===== src/rtl/img_mem_responder.sv =====
// Image-memory responder: splits each 32-bit processor access into two 16-bit
// halfword accesses and stalls the processor until the word is complete.
module img_mem_responder #(
  parameter int          MBUS   = 32,
  parameter int          DBITS  = 16,
  parameter int          ABITS  = 15,
  parameter logic [15:0] REGION = 16'h0001
) (
  input  logic             clk,
  input  logic             rst,
  input  logic [MBUS-1:0]  addr,
  input  logic [MBUS-1:0]  wdata,
  input  logic             we,
  input  logic             re,
  output logic [MBUS-1:0]  rdata,
  output logic             stall,
  output logic             mem_en,
  output logic             mem_we,
  output logic             mem_re,
  output logic [ABITS-1:0] mem_addr,
  output logic [DBITS-1:0] mem_wdata,
  input  logic [DBITS-1:0] mem_rdata,
  output logic             err
);

  localparam int WBITS = ABITS - 1;

  typedef enum logic [2:0] {
    IDLE, WR_LO, WR_HI, RD_LO, RD_HI, RD_CAP, DONE
  } state_t;

  state_t             state_reg, state_next;
  logic [WBITS-1:0]   w_reg;
  logic [DBITS-1:0]   wdata_hi_reg;
  logic [DBITS-1:0]   lo_buf;
  logic               hit;
  logic               mem_we_next, mem_re_next;
  logic [ABITS-1:0]   mem_addr_next;
  logic [DBITS-1:0]   mem_wdata_next;

  // Byte offset is ignored: only whole-word accesses exist on this path.
  logic unused_addr_bits;
  assign unused_addr_bits = &{1'b0, addr[1:0]};

  assign hit = (we | re) & (addr[MBUS-1:16] == REGION);

  // Held-in-reset requests must not stall the processor.
  assign stall = rst & (((state_reg == IDLE) & hit) |
                        ((state_reg != IDLE) & (state_reg != DONE)));

  always_comb begin
    state_next     = state_reg;
    mem_we_next    = 1'b0;
    mem_re_next    = 1'b0;
    mem_addr_next  = mem_addr;
    mem_wdata_next = mem_wdata;
    case (state_reg)
      IDLE: begin
        if (hit) begin
          state_next    = we ? WR_LO : RD_LO;
          mem_we_next   = we;
          mem_re_next   = ~we;
          mem_addr_next = {addr[WBITS+1:2], 1'b0};
          if (we) mem_wdata_next = wdata[DBITS-1:0];
        end
      end
      WR_LO: begin
        state_next     = WR_HI;
        mem_we_next    = 1'b1;
        mem_addr_next  = {w_reg, 1'b1};
        mem_wdata_next = wdata_hi_reg;
      end
      WR_HI:  state_next = DONE;
      RD_LO: begin
        state_next    = RD_HI;
        mem_re_next   = 1'b1;
        mem_addr_next = {w_reg, 1'b1};
      end
      RD_HI:  state_next = RD_CAP;
      RD_CAP: state_next = DONE;
      DONE:   state_next = IDLE;
      default: state_next = IDLE;
    endcase
  end

  always_ff @(posedge clk or negedge rst) begin
    if (!rst) begin
      state_reg    <= IDLE;
      w_reg        <= '0;
      wdata_hi_reg <= '0;
      lo_buf       <= '0;
      rdata        <= '0;
      err          <= 1'b0;
      mem_en       <= 1'b0;
      mem_we       <= 1'b0;
      mem_re       <= 1'b0;
      mem_addr     <= '0;
      mem_wdata    <= '0;
    end else begin
      state_reg <= state_next;
      mem_we    <= mem_we_next;
      mem_re    <= mem_re_next;
      mem_en    <= mem_we_next | mem_re_next;
      mem_addr  <= mem_addr_next;
      mem_wdata <= mem_wdata_next;
      if (state_reg == IDLE && hit) begin
        w_reg        <= addr[WBITS+1:2];
        wdata_hi_reg <= wdata[2*DBITS-1:DBITS];
        if (we && re) err <= 1'b1;
      end
      // Read data lands one cycle after each strobe: low half in RD_HI,
      // high half in RD_CAP, where the full word is assembled for DONE.
      if (state_reg == RD_HI)  lo_buf <= mem_rdata;
      if (state_reg == RD_CAP) rdata  <= {mem_rdata, lo_buf};
    end
  end

endmodule


===== config.mk =====
export PLATFORM = sky130hd
export DESIGN_NAME = img_mem_responder
export DESIGN_NICKNAME = d
export VERILOG_FILES = /design/src/rtl/img_mem_responder.sv
export SDC_FILE = /design/constraint.sdc
export NUM_CORES = 1
export LEC_CHECK = 0
export ABC_AREA = 1
export CORE_AREA = 2 2 106 108
export CTS_BUF_LIST = sky130_fd_sc_hd__clkbuf_16
export CTS_CLUSTER_SIZE = 8
export DETAILED_ROUTE_END_ITERATION = 10
export DIE_AREA = 0 0 108 110
export PLACE_DENSITY = 0.79
export SLEW_MARGIN = 20
export SYNTH_ARGS = -nofsm -noshare
export SYNTH_HDL_FRONTEND = slang
export SYNTH_SLANG_ARGS = --single-unit

===== constraint.sdc =====
create_clock -name clk -period 1.82 [get_ports clk]
set_clock_uncertainty 0.1 [all_clocks]
set_input_delay 0.273 -clock clk [delete_from_list [all_inputs] [get_ports clk]]
set_output_delay 0.273 -clock clk [all_outputs]
set_load 0.05 [all_outputs]

==> results.txt <==
The violation count after the first detailed-route iteration came out at 280. The family with the most delay on the worst path is flip-flops. The capture instance of the worst register-to-register path is wdata_hi_reg[11]. After detailed routing, the average wire length per cell comes to 14.4 µm. The maximum fanout along the worst path is 4. The floorplan has 38 rows. In the post-route analysis, the smallest setup slack over all paths is 20.3 ps. For this block, the via count after detailed routing is 4407. The cell count after synthesis came out at 566. The total half-perimeter wirelength after legalization and detailed placement came out at 8390 µm. Wires add up to 12900 µm. The via count of the first global-routing pass is 4047. The clock network latency to the later pin of the worst-skew pair came out at 400 ps.

Counting flops per register, the top entry is rdata. The largest individual stage delay along the critical path comes from the cell sky130_fd_sc_hd__dfrtp_2. The count of final hold-check violations came out at 0. The number of library cell types mapped by synthesis is 23.

The number of cells on the worst reg-to-reg path is 9. The floorplan step set the die width to 108 µm. Traced cell by cell, the critical path runs through inv_2 > nand2_4 > nor2_4 > nand2_2 > inv_2 > nor2_4 > buf_12.

The filler cell count came out at 808. Clock tree synthesis selected as its root buffer the cell sky130_fd_sc_hd__clkbuf_16. The hold slack is 219 ps. Entering global routing, the biggest net connects 117 pins. The H-tree was split into 4 levels. After synthesis, the most frequently instantiated cells are sky130_fd_sc_hd__nand2_1, sky130_fd_sc_hd__dfrtp_1, sky130_fd_sc_hd__inv_1. The DRC violation count after routing is 0. In the synthesized netlist the async set-or-reset flop fraction comes to 100%. After synthesis, the mean cell area works out to 8.73 µm². The number of vias per cell after detailed routing came out at 4.91. In this run, synthesis inferred 0 flip-flops with an integrated enable. In this run the cell area of the synthesized design comes to 0.00494 mm². The number of warnings issued by yosys is 0. The switching portion of total power is 44.2%.

The number of flip-flops in the largest register is 32. Global routing used 20.8% of the available tracks across all layers. The buffering stage count on the worst path with inverters included came out at 3. The final layout net count is 830.

The number of slew-limit violations in the final report is 0. The data arrival time of the critical path is 1430 ps. VDD sags by at most 1.17 mV. The number of buffers created by CTS is 17. The number of antenna violations at the first check in global routing came to 0.

The total overflow reported by the global router is 0. After synthesis, the cell types taking the most area are sky130_fd_sc_hd__dfrtp_1, sky130_fd_sc_hd__nand2_1, sky130_fd_sc_hd__o21ai_0. The power share of the clock group came out at 22.7%.

Registers are responsible for 29.2% of the overall power. The post-route clock period utilization came out at 98.9%. The die covers 0.0119 mm². The number of I/O pins is 152. The critical path start-end classification is register to output pin. The worst hold path belongs to the class input port to register. The number of nets produced by synthesis came out at 650. The fraction of layout instances using a drive strength above 1 came out at 23.9%. For the pin with the worst max-slew slack, the measured transition is 581 ps. The internal portion of total power is 7.56 mW. The number of sinks driven by the clock tree came out at 116.

The worst setup path endpoint is stall. Across the run, the number of max-cap violations was 0. The tightest slew margin relative to the limit is 61.3%. The biggest area contributor in the post-synthesis netlist is sky130_fd_sc_hd__dfrtp_1. The flow ran to the end, and the final reports show no timing, DRC or antenna violations.

The routed design could run at a clock period as short as 1800 ps. For this run, the leading register cell type out of synthesis is sky130_fd_sc_hd__dfrtp_1. The detailed-routing iteration count for the pre-antenna-repair pass came out at 5. Summed over its instances, the top area cell type makes up 58.7% of the synthesized netlist area. The core box area is 0.0107 mm². The post-route antenna net violation count is 0. The final number of setup-violating endpoints came out at 0. The final setup TNS came out at 0 ps. The clock passes through at most 2 buffers.

The maximum clock rate came out at 0.556 GHz. The startpoint identified for the worst register-to-register timing path is state_reg[0]. In this run the worst setup path begins at state_reg[0]. Buffers placed on the I/O ports in this run total 149. STA classifies the critical path startpoint as a register. The switching power is 5.98 mW. The total power density per cell area is 1820 mW/mm². Synthesis inferred 116 register bits. The sequential element share of the synthesized area is 58.7%.

The total leakage power is 3.85 nW. The clock transition at the register clock pins on the worst setup and hold paths after CTS is 50 ps. The critical path's largest stage delay is 430 ps. The first global-routing pass estimated 19100 µm of wire. The number of antenna diodes in the final layout is 0.

Setup repair after global routing could not meet its margin everywhere. The endpoint kind of the worst setup timing path is an output pin. The most numerous cell in the Yosys netlist is sky130_fd_sc_hd__nand2_1. The worst reg-to-reg setup slack came out at 110 ps. OpenSTA, run right after detailed placement, puts the worst setup slack at -161 ps.

The total power is 13.5 mW. The height of the chip came out at 110 µm. In this run the number of cells on the critical path is 7. The area growth from synthesis to layout is 50.9%. The effective utilization at floorplan is 46.2%.

STA puts the critical path data required time at 1450 ps. The weighted congestion at the end of routability-driven global placement is 0.833. The combinational group share of total power came out at 48.1%. TritonCTS built the clock tree.
stage by stage:
step | instances | cell area, µm² | utilization [%]
6_report | 898 | 7460 | 69.7
5_1_grt | 898 | 7460 | 69.7
4_1_cts | 887 | 7170 | 67.0
3_5_place_dp | 844 | 6510 | 60.9
3_3_place_gp | 844 | 6510 | 60.9
2_1_floorplan | 566 | 4940 | -
area by class of cell:
| cell class | instances | area, µm² | share of cell area [%] |
|---|---|---|---|
| clock buffers | 17 | 425 | 5.70 |
| clock inverters | 14 | 124 | 1.66 |
| inverters | 61 | 238 | 3.19 |
| multi-input cells | 363 | 1760 | 23.6 |
| flip-flops and latches | 116 | 2910 | 39.0 |
| well taps | 140 | 175 | 2.35 |
| repair buffers | 186 | 1820 | 24.4 |
| repair inverters | 1 | 7.51 | 0.101 |
layout by cell type, fill, tap and decap left out, types with 4 or more instances in the layout:
master | netlist | final
sky130_fd_sc_hd__clkinvlp_4 | 0 | 4
sky130_fd_sc_hd__nor2_1 | 23 | 19
sky130_fd_sc_hd__o21ai_1 | 32 | 30
sky130_fd_sc_hd__dlygate4sd2_1 | 0 | 11
sky130_fd_sc_hd__buf_4 | 2 | 88
sky130_fd_sc_hd__inv_2 | 5 | 6
sky130_fd_sc_hd__inv_1 | 55 | 55
sky130_fd_sc_hd__mux2_2 | 16 | 16
sky130_fd_sc_hd__clkbuf_16 | 0 | 23
sky130_fd_sc_hd__clkinv_2 | 0 | 5
sky130_fd_sc_hd__nand3_1 | 34 | 31
sky130_fd_sc_hd__dlymetal6s2s_1 | 0 | 5
sky130_fd_sc_hd__o21ai_0 | 45 | 45
sky130_fd_sc_hd__nand2_1 | 200 | 198
sky130_fd_sc_hd__buf_12 | 0 | 9
sky130_fd_sc_hd__dfrtp_1 | 116 | 114
sky130_fd_sc_hd__clkdlybuf4s50_1 | 0 | 64
worst min path at each step:
stage,from,endpoint,slack [ps],cells after the start
global route,addr[31],mem_re,250,6
floorplan,rst,err,-120,0
CTS,re,err,220,5
detailed placement,rst,lo_buf[2],360,2
finish,addr[16],mem_re,220,5
global placement,rst,lo_buf[1],350,2
power by group through the flow:
stage                     Sequential, mW  Clock, mW  Combinational (mW)
final                               3.96       3.07                6.51
after global routing                4.05       3.26                6.96
after CTS                           3.96       3.12                6.48
after detailed placement            3.98          0                6.33
after global placement              3.94          0                6.20
after floorplan                     6.22          0                1.97
logic make-up (layout without fill, tap and decap cells):
group / after synthesis / in the layout / synth area share [%]
and+or+nand+nor: 267 / 267 / 22.2
DFF: 116 / 116 / 58.7
buffers and inverters: 87 / 279 / 7.17
AOI/OAI and AO/OA: 80 / 80 / 8.23
muxes: 16 / 16 / 3.65
routing by layer:
| metal | vias to the layer above | share of wire, % | track usage [%] |
|---|---|---|---|
| li1 | 2145 | - | - |
| met1 | 2083 | 41 | 25.7 |
| met2 | 168 | 51 | 34.5 |
| met3 | 11 | 7.0 | 5.70 |
| met4 | 0 | 0.84 | 8.97 |
| met5 | - | 0 | 0 |
worst reg2reg max path, stage by stage (launching register included):
cell	delay, ps
sky130_fd_sc_hd__dfrtp_2	430
sky130_fd_sc_hd__inv_2	80
sky130_fd_sc_hd__nand2_4	60
sky130_fd_sc_hd__nor2_4	110
sky130_fd_sc_hd__buf_4	170
sky130_fd_sc_hd__nand4_4	150
sky130_fd_sc_hd__buf_12	200
sky130_fd_sc_hd__clkbuf_16	170
sky130_fd_sc_hd__nand2_1	60
sky130_fd_sc_hd__o21ai_1	70
timing repair:
| item | 4_1_cts | 5_1_grt |
|---|---|---|
| hold endpoints to repair | 116 | 0 |
| setup endpoints to repair | 1 | 47 |
| setup buffers | 11 | 2 |
| hold buffers | 1 | 0 |
| gates resized for setup | 20 | 24 |
| pin swaps | 13 | 8 |
| cloned | 0 | 9 |
Note: power is estimated with default switching activity, not from simulation.
